$ cat src/rtl/adder_seq_pkg.sv
// Shared types for the multi-precision add/subtract sequencer.
package adder_seq_pkg;

   typedef enum logic [1:0] {
      S_IDLE = 2'd0,
      S_RUN  = 2'd1,
      S_DONE = 2'd2
   } state_t;

endpackage

$ cat src/rtl/adder_n_cla.sv
// N-bit adder with carry-in, using a parallel-prefix (Kogge-Stone) carry tree.
module adder_n_cla #(
   parameter int N = 32
) (
   input  logic [N-1:0] a_i,
   input  logic [N-1:0] b_i,
   input  logic         c_in_i,
   output logic [N-1:0] sum_o,
   output logic         c_out_o
);

   localparam int LVLS = (N > 1) ? $clog2(N) : 0;

   logic [N-1:0] p_bit;
   logic [N-1:0] g_pre;
   logic [N-1:0] p_pre;
   logic [N-1:0] c_vec;

   always_comb begin
      p_bit = a_i ^ b_i;
      g_pre = a_i & b_i;
      p_pre = p_bit;
      // Fold the carry-in into bit 0 so the prefix result is the carry out of each bit.
      g_pre[0] = g_pre[0] | (p_bit[0] & c_in_i);
      for (int lvl = 0; lvl < LVLS; lvl++) begin
         for (int i = N - 1; i >= (1 << lvl); i--) begin
            g_pre[i] = g_pre[i] | (p_pre[i] & g_pre[i - (1 << lvl)]);
            p_pre[i] = p_pre[i] & p_pre[i - (1 << lvl)];
         end
      end
      c_vec    = {g_pre[N-2:0], c_in_i};
      sum_o    = p_bit ^ c_vec;
      c_out_o  = g_pre[N-1];
   end

endmodule

$ cat src/rtl/adder_seq_ctrl.sv
// Multi-precision add/subtract sequencer: one N-bit adder reused word by word, LSW first.
module adder_seq_ctrl
   import adder_seq_pkg::*;
#(
   parameter int N     = 32,
   parameter int WORDS = 4
) (
   input  logic               clk,
   input  logic               rst_n,
   input  logic               in_valid,
   output logic               in_ready,
   input  logic [WORDS*N-1:0] in_a,
   input  logic [WORDS*N-1:0] in_b,
   input  logic               in_sub,
   output logic               out_valid,
   input  logic               out_ready,
   output logic [WORDS*N-1:0] out_sum,
   output logic               out_cout,
   output logic               out_ovf,
   output logic               busy
);

   localparam int OP_W  = WORDS * N;
   localparam int IDX_W = (WORDS > 1) ? $clog2(WORDS) : 1;
   localparam logic [IDX_W-1:0] LAST_IDX = IDX_W'(WORDS - 1);

   // Handshakes: a transfer happens on a rising edge where valid and ready are both high;
   // ready and valid are decoded from registered state only.
   state_t            state_q, state_d;
   logic [IDX_W-1:0]  idx_q,   idx_d;
   logic              carry_q, carry_d;
   logic [OP_W-1:0]   a_q,     a_d;
   logic [OP_W-1:0]   b_q,     b_d;
   logic              sub_q,   sub_d;
   logic [OP_W-1:0]   sum_q,   sum_d;
   logic              cout_q,  cout_d;
   logic              ovf_q,   ovf_d;

   logic [N-1:0]      a_word;
   logic [N-1:0]      b_word;
   logic [N-1:0]      add_sum;
   logic              add_cout;

   assign a_word = a_q[idx_q * N +: N];
   assign b_word = b_q[idx_q * N +: N] ^ {N{sub_q}};

   adder_n_cla #(.N(N)) u_adder (
      .a_i     (a_word),
      .b_i     (b_word),
      .c_in_i  (carry_q),
      .sum_o   (add_sum),
      .c_out_o (add_cout)
   );

   always_comb begin
      state_d = state_q;
      idx_d   = idx_q;
      carry_d = carry_q;
      a_d     = a_q;
      b_d     = b_q;
      sub_d   = sub_q;
      sum_d   = sum_q;
      cout_d  = cout_q;
      ovf_d   = ovf_q;
      unique case (state_q)
         S_IDLE: begin
            if (in_valid) begin
               a_d     = in_a;
               b_d     = in_b;
               sub_d   = in_sub;
               idx_d   = '0;
               carry_d = in_sub;
               sum_d   = '0;
               cout_d  = 1'b0;
               ovf_d   = 1'b0;
               state_d = S_RUN;
            end
         end
         S_RUN: begin
            sum_d[idx_q * N +: N] = add_sum;
            carry_d               = add_cout;
            if (idx_q == LAST_IDX) begin
               cout_d  = add_cout;
               // Signed overflow: operands share a sign that the top word's result does not.
               ovf_d   = (a_word[N-1] == b_word[N-1]) && (add_sum[N-1] != a_word[N-1]);
               state_d = S_DONE;
            end else begin
               idx_d = idx_q + 1'b1;
            end
         end
         S_DONE: begin
            if (out_ready) state_d = S_IDLE;
         end
         default: state_d = S_IDLE;
      endcase
   end

   always_ff @(posedge clk) begin
      if (!rst_n) begin
         state_q <= S_IDLE;
         idx_q   <= '0;
         carry_q <= 1'b0;
         a_q     <= '0;
         b_q     <= '0;
         sub_q   <= 1'b0;
         sum_q   <= '0;
         cout_q  <= 1'b0;
         ovf_q   <= 1'b0;
      end else begin
         state_q <= state_d;
         idx_q   <= idx_d;
         carry_q <= carry_d;
         a_q     <= a_d;
         b_q     <= b_d;
         sub_q   <= sub_d;
         sum_q   <= sum_d;
         cout_q  <= cout_d;
         ovf_q   <= ovf_d;
      end
   end

   assign in_ready  = (state_q == S_IDLE);
   assign out_valid = (state_q == S_DONE);
   assign busy      = (state_q == S_RUN) || (state_q == S_DONE);
   assign out_sum   = sum_q;
   assign out_cout  = cout_q;
   assign out_ovf   = ovf_q;

endmodule
$ cat config.mk
export PLATFORM = sky130hd
export DESIGN_NAME = adder_seq_ctrl
export DESIGN_NICKNAME = d
export VERILOG_FILES = /design/src/rtl/adder_seq_pkg.sv /design/src/rtl/adder_n_cla.sv /design/src/rtl/adder_seq_ctrl.sv
export SDC_FILE = /design/constraint.sdc
export NUM_CORES = 1
export LEC_CHECK = 0
export BUFFER_PORTS_ARGS = -buffer_cell sky130_fd_sc_hd__buf_2
export CAP_MARGIN = 40
export CORE_MARGIN = 10
export CORE_UTILIZATION = 45
export CTS_BUF_LIST = sky130_fd_sc_hd__clkbuf_16
export CTS_CLUSTER_DIAMETER = 30
export DETAILED_ROUTE_END_ITERATION = 16
export PLACE_DENSITY = 0.68
export REMOVE_ABC_BUFFERS = 1
export SLEW_MARGIN = 20
export SYNTH_ARGS = -nofsm -noshare
export SYNTH_HDL_FRONTEND = slang
export SYNTH_SLANG_ARGS = --single-unit
export TNS_END_PERCENT = 20
$ cat constraint.sdc
create_clock -name clk -period 5.35 [get_ports clk]
set_input_delay 1.07 -clock clk [delete_from_list [all_inputs] [get_ports clk]]
set_output_delay 1.07 -clock clk [all_outputs]
set_load 0.03 [all_outputs]
Word level (Yosys, flattened, before mapping):

Cells that the tools add are included.

* register bits: 392
* input port bits: 261
* output and inout port bits: 133
* logic and storage cells: 412

* add/sub/neg operators: 2
* equality and inequality tests: 9
* shift operators: 4
* muxes and demuxes: 17
* bitwise gates (word level): 362
* reduce and logical (&&, ||, !) cells: 9

Operator list (number)
* case mux 128 bit (2 select lines): 1
* variable part select 128 x 8 -> 32 bit: 2
* bitwise AND 1 bit: 228
* bitwise OR 1 bit: 130
* bitwise mux 128 bit: 1
* two-way mux 128 bit: 1
* variable shift 32 x 34 -> 128 bit (first input constant): 1
* variable part select 32 x 34 -> 128 bit: 1
* bitwise XOR 32 bit: 3
* negator 7 -> 34 bit: 1
* bitwise AND 32 bit: 1
* two-way mux 2 bit: 5
* AND reduction 3 bit: 3
* != test 2 bit (second input constant): 3
* case mux 1 bit (2 select lines): 3
* case mux 2 bit (3 select lines): 1
* equality test 2 bit (second input constant): 2
* two-way mux 1 bit: 4
* case mux 2 bit (2 select lines): 1
* AND reduction 2 bit: 2
* adder 2 x 1 -> 2 bit (second input constant): 1
* equality test 2 x 1 -> 1 bit (second input constant): 1
* logical NOT 2 bit: 1
* != test 2 x 1 -> 1 bit (second input constant): 1
* other kinds (5): 5

Logic depth before layout (Yosys ltp):

* depth in word-level cells: 18
* mapped depth: 14
* gate-level depth less buffers: 12

Modules after synthesis:

Synthesis repeated with hierarchy kept, for this count alone.

* cells, all modules: 2020
* area total of the unflattened synthesis: 18287.5 µm²

By module, submodules not included
* adder_seq_ctrl: instances 1, cells an instance 1762, area an instance 16463.3 µm², sequential area each 7847.5 µm²
* adder_n_cla: instances 1, cells an instance 258, area an instance 1824.2 µm², sequential area each 0.0 µm²

Worst setup path before layout:

No wires, ideal clock.

* kind: register to register
* start: register idx_q[0]
* end: register sum_q[22] (netlist: out_sum[22])
* setup time: 122 ps
* arrival time: 3717 ps
* required time: 5228 ps
* slack: 1511 ps
* cell stages (with the launch flop): 13
* path buffers: 3
* period minus slack after synthesis: 3839 ps
* path through: dfxtp_1 > buf_2 > clkbuf_1 > buf_2 > mux4_2 > fa_1 > a21o_1 > a221oi_4 > o211a_1 > o21bai_4 > a21boi_4 > nor3b_1 > a311o_1

* longest elaborated chain between the ends: 17
* elaborated cells on any way between the ends: 355
* those cells by class: 1 x add/sub; 4 x shift; 2 x mux; 348 x bitwise

RTL lines
* start: declaration: RTL line adder_seq_ctrl.sv:30 `logic [IDX_W-1:0] idx_q, idx_d;`
* start signal: assignment: RTL line adder_seq_ctrl.sv:111 `idx_q <= idx_d;`
* variable part select 128 x 8 -> 32 bit: RTL line adder_seq_ctrl.sv:45 `assign b_word = b_q[idx_q * N +: N] ^ {N{sub_q}};`
* bitwise XOR 32 bit: RTL line adder_seq_ctrl.sv:45
* bitwise XOR 32 bit: RTL line adder_n_cla.sv:20 `p_bit = a_i ^ b_i;`
* bitwise AND 1 bit: RTL line adder_n_cla.sv:24 `g_pre[0] = g_pre[0] | (p_bit[0] & c_in_i);`
* bitwise OR 1 bit: RTL line adder_n_cla.sv:24
* bitwise AND 1 bit: RTL line adder_n_cla.sv:27 `g_pre[i] = g_pre[i] | (p_pre[i] & g_pre[i - (1 << lvl)]);`
* bitwise OR 1 bit: RTL line adder_n_cla.sv:27
* bitwise AND 1 bit: RTL line adder_n_cla.sv:27
* bitwise OR 1 bit: RTL line adder_n_cla.sv:27
* bitwise AND 1 bit: RTL line adder_n_cla.sv:27
* bitwise OR 1 bit: RTL line adder_n_cla.sv:27
* bitwise AND 1 bit: RTL line adder_n_cla.sv:27
* bitwise OR 1 bit: RTL line adder_n_cla.sv:27
* bitwise XOR 32 bit: RTL line adder_n_cla.sv:32 `sum_o = p_bit ^ c_vec;`
* variable part select 32 x 34 -> 128 bit: RTL line adder_seq_ctrl.sv:80 `sum_d[idx_q * N +: N] = add_sum;`
* bitwise mux 128 bit *: RTL line adder_seq_ctrl.sv:80
* case mux 128 bit (2 select lines) *: RTL line adder_seq_ctrl.sv:65 `unique case (state_q)`
* end signal: assignment: RTL line adder_seq_ctrl.sv:116 `sum_q <= sum_d;`
* end: declaration: RTL line adder_seq_ctrl.sv:35 `logic [OP_W-1:0] sum_q, sum_d;`

Mark *: on every way between the ends. The rest lies on a longest branch, timed or not.
A chain may end at the register's enable or synchronous reset.

Worst setup path in the final report:

* start: register idx_q[0]
* end: register sum_q[95] (netlist: out_sum[95])

The elaborated chain is that of the path after synthesis.

==> results.toml <==
[timing]
fin_crit_ns = 3.987
hold_violations = 0
finalCritPeriodShare = 0.7453
maxSlewViolCount = 0
skew_ns = 0.01834
finalSetupViolations = 0
rsz0062_at_grt = "false"
slew_headroom = 0.4391
tightest_slew_ns = 0.8414
fmax_ghz = 0.2508

[clock_network]
cts_sinks = 392
cts_resized = 0
postCtsSetupBuffers = 0
numCtsBuffers = 82
h-tree-depth = 3
ctsHoldBuffers = 0
path_clk_slew_ns = 0.05
cts_tree = "built"
clockBufferDepth = 3
root_buffer = "clkbuf_16"
clock_latency_ns = 0.58

[grt]
grt_pass1_vias = 16002
antenna_found_initial = 0
grt_max_degree = 184
grt_usage = 0.2335
overflow = 0
grt_pass1_wl_um = 88910

[worst_setup_path]
crit_arrival_ns = 4.46
reg2reg_depth = 11
reg2reg_to = "out_sum[95]$_SDFFE_PN0P_"
cp_max_fo = 26
reg2reg_from = "idx_q[0]$_SDFFE_PN0P_"
crit_type = "reg -> reg"
cp.required_ns = 5.82
r2r_slack_ns = 1.36
end_kind = "flop"
start_kind = "flop"

[finish]
fin_util = 0.5911
final_cells = 2895
antennaDiodeCount = 0
fill_cells = 3470
multi_input_area_mm2 = 0.009376
area_growth_pct = 28.85
final_cell_mix = "nand2_1 (579), buf_2 (392), dfxtp_1 (389)"
final_layout_size_suffix_gt1_frac = 0.2705
final_net_count = 2613
final_common_cell = "nand2_1"
seqCellArea_mm2 = 0.007856

[power_and_ir_drop]
power.total_mw = 9.986
peakVddDrop_mv = 0.2764
powerDensity_mw_per_mm2 = 434.1
p_int_mw = 7.057
p_seq_frac = 0.325
cellLeakagePower_nw = 9.787
p_sw_mw = 2.929
p_sw_frac = 0.2933
combPwrFrac = 0.177
p_clk_frac = 0.497

[synthesis]
yosysUniqueCellTypes = 71
synth-main-ff-cell = "dfxtp_1"
ys_warn_count = 0
yosys.area.top_type = "dfxtp_1"
async_flop_share = 0
ys_ff_latch = 392
yosysSeqAreaShare = 0.4396
synth-edff-count = 0
avgSynthCellArea_um2 = 9.118
yosysTopAreaCellShare = 0.4396
synth.area.top_cells = "dfxtp_1 (44%), nand2_1 (12%), a21boi_0 (11%)"
syn_inst = 1958
syn_area_mm2 = 0.01785

[place]
portBuffers = 393
post-dp-hpwl_um = 42390
place_inst = 2743
gp_congestion = 0.8631

[floorplanning]
die_area_mm2 = 0.04804
start_util = 0.4588
num_rows = 72
ios = 394
coreArea_mm2 = 0.03892
dieHeight_um = 219.2
die_w_um = 219.2

[run_status]
status = "completed"

[worst_hold_path]
hold_path_end = "a_q[72]$_SDFFE_PN0P_"
whs_path_depth = 2
hold_path.class = "reg -> reg"
hold_path.startpoint = "a_q[72]$_SDFFE_PN0P_"

[drt]
drc = 0
wl_per_cell_um = 20.23
initialDrtViolationCount = 1144
drt_wl_total_um = 58560
first_pass_iters = 5
num_vias = 15658
routed_via_density = 5.409
ant_nets = 0

[job]
cap_viol_max_count = 0
-- through the flow --
stage	hold WS, ns	TNS [ns]	cell area, um^2	setup WS [ns]
global placement	0.4398	0	20110	1.426
detailed placement	0.4531	0	20210	1.379
floorplan	0.4402	-257.66	17270	-1.568
CTS	0.4626	0	22950	1.370
global route	0.4809	0	23000	1.118
finish	0.4584	0	23000	1.363
-- critical path, stage by stage (launching register included) --
cell      delay, ns
dfxtp_4        0.38
buf_4          0.45
mux4_2         0.59
xor2_1         0.16
ha_1           0.44
a21oi_1        0.31
o21ai_1        0.21
a221oi_1       0.53
nor3b_1        0.27
a21oi_1        0.06
o311a_1        0.17
a22o_1         0.27
-- layout make-up --
type                            count  area share
Timing Repair Buffer              418      0.1006
Sequential cell                   392      0.3415
Clock inverter                     65     0.02768
Tap cell                          518     0.02817
Multi-Input combinational cell   1399      0.4076
Clock buffer                       84     0.09137
Inverter                           19    0.003100
-- synthesized netlist by cell type (13+ instances only) --
library cell  number
clkbuf_1         119
o21ai_0           41
a21oi_1           35
buf_2             21
xnor2_1           15
nor2b_1           50
a22oi_1           48
nand2_1          580
xor2_1            40
and2_1            13
inv_1             19
a21o_1            15
a22o_1            60
nor2_1            27
mux4_2            64
dfxtp_1          392
a21boi_0         257
ha_1              38
-- cells by family (layout without fill, tap and decap cells) --
family / Yosys count / count (layout) / synth area share
compound gates: 515 / 515 / 0.2166
xor+xnor: 56 / 56 / 0.02789
fa+ha+maj: 40 / 40 / 0.02887
buf+inv: 167 / 586 / 0.03679
flops: 392 / 392 / 0.4396
mux: 65 / 65 / 0.08130
simple gates: 723 / 723 / 0.1690
-- layer usage --
layer / up-vias / GRT usage / wire [um]
li1: 7516 / - / -
met1: 7508 / 0.2958 / 25120
met2: 559 / 0.3869 / 28010
met3: 75 / 0.04814 / 4078
met4: 0 / 0.08389 / 1352
met5: - / 0 / 0
-- flip-flops by register name (all words and copies together) (netlist names) --
register / flops
a_q: 128
b_q: 128
out_sum: 128
idx_q: 2
state_q: 2
carry_q: 1
out_cout: 1
out_ovf: 1
sub_q: 1
-- power by group through the flow --
stage	sequential [mW]	combinational, mW	clock (mW)
finish	3.25	1.77	4.97
global route	3.27	1.93	5.17
global placement	3.29	1.70	0
detailed placement	3.30	1.75	0
floorplan	3.33	1.13	0
CTS	3.25	1.76	5.01
-- worst max path at each step --
stage,from,to,slack (ns),cells after the start
finish,idx_q[0]$_SDFFE_PN0P_,out_sum[95]$_SDFFE_PN0P_,1.36,11
global route,idx_q[0]$_SDFFE_PN0P_,out_sum[25]$_SDFFE_PN0P_,1.12,11
CTS,idx_q[1]$_SDFFE_PN0P_,out_sum[25]$_SDFFE_PN0P_,1.37,11
detailed placement,idx_q[1]$_SDFFE_PN0P_,out_sum[25]$_SDFFE_PN0P_,1.38,11
global placement,idx_q[0]$_SDFFE_PN0P_,out_sum[93]$_SDFFE_PN0P_,1.43,11
floorplan,in_valid,out_sum[11]$_SDFFE_PN0P_,-1.57,5
Power figures use the tool's default switching activity.
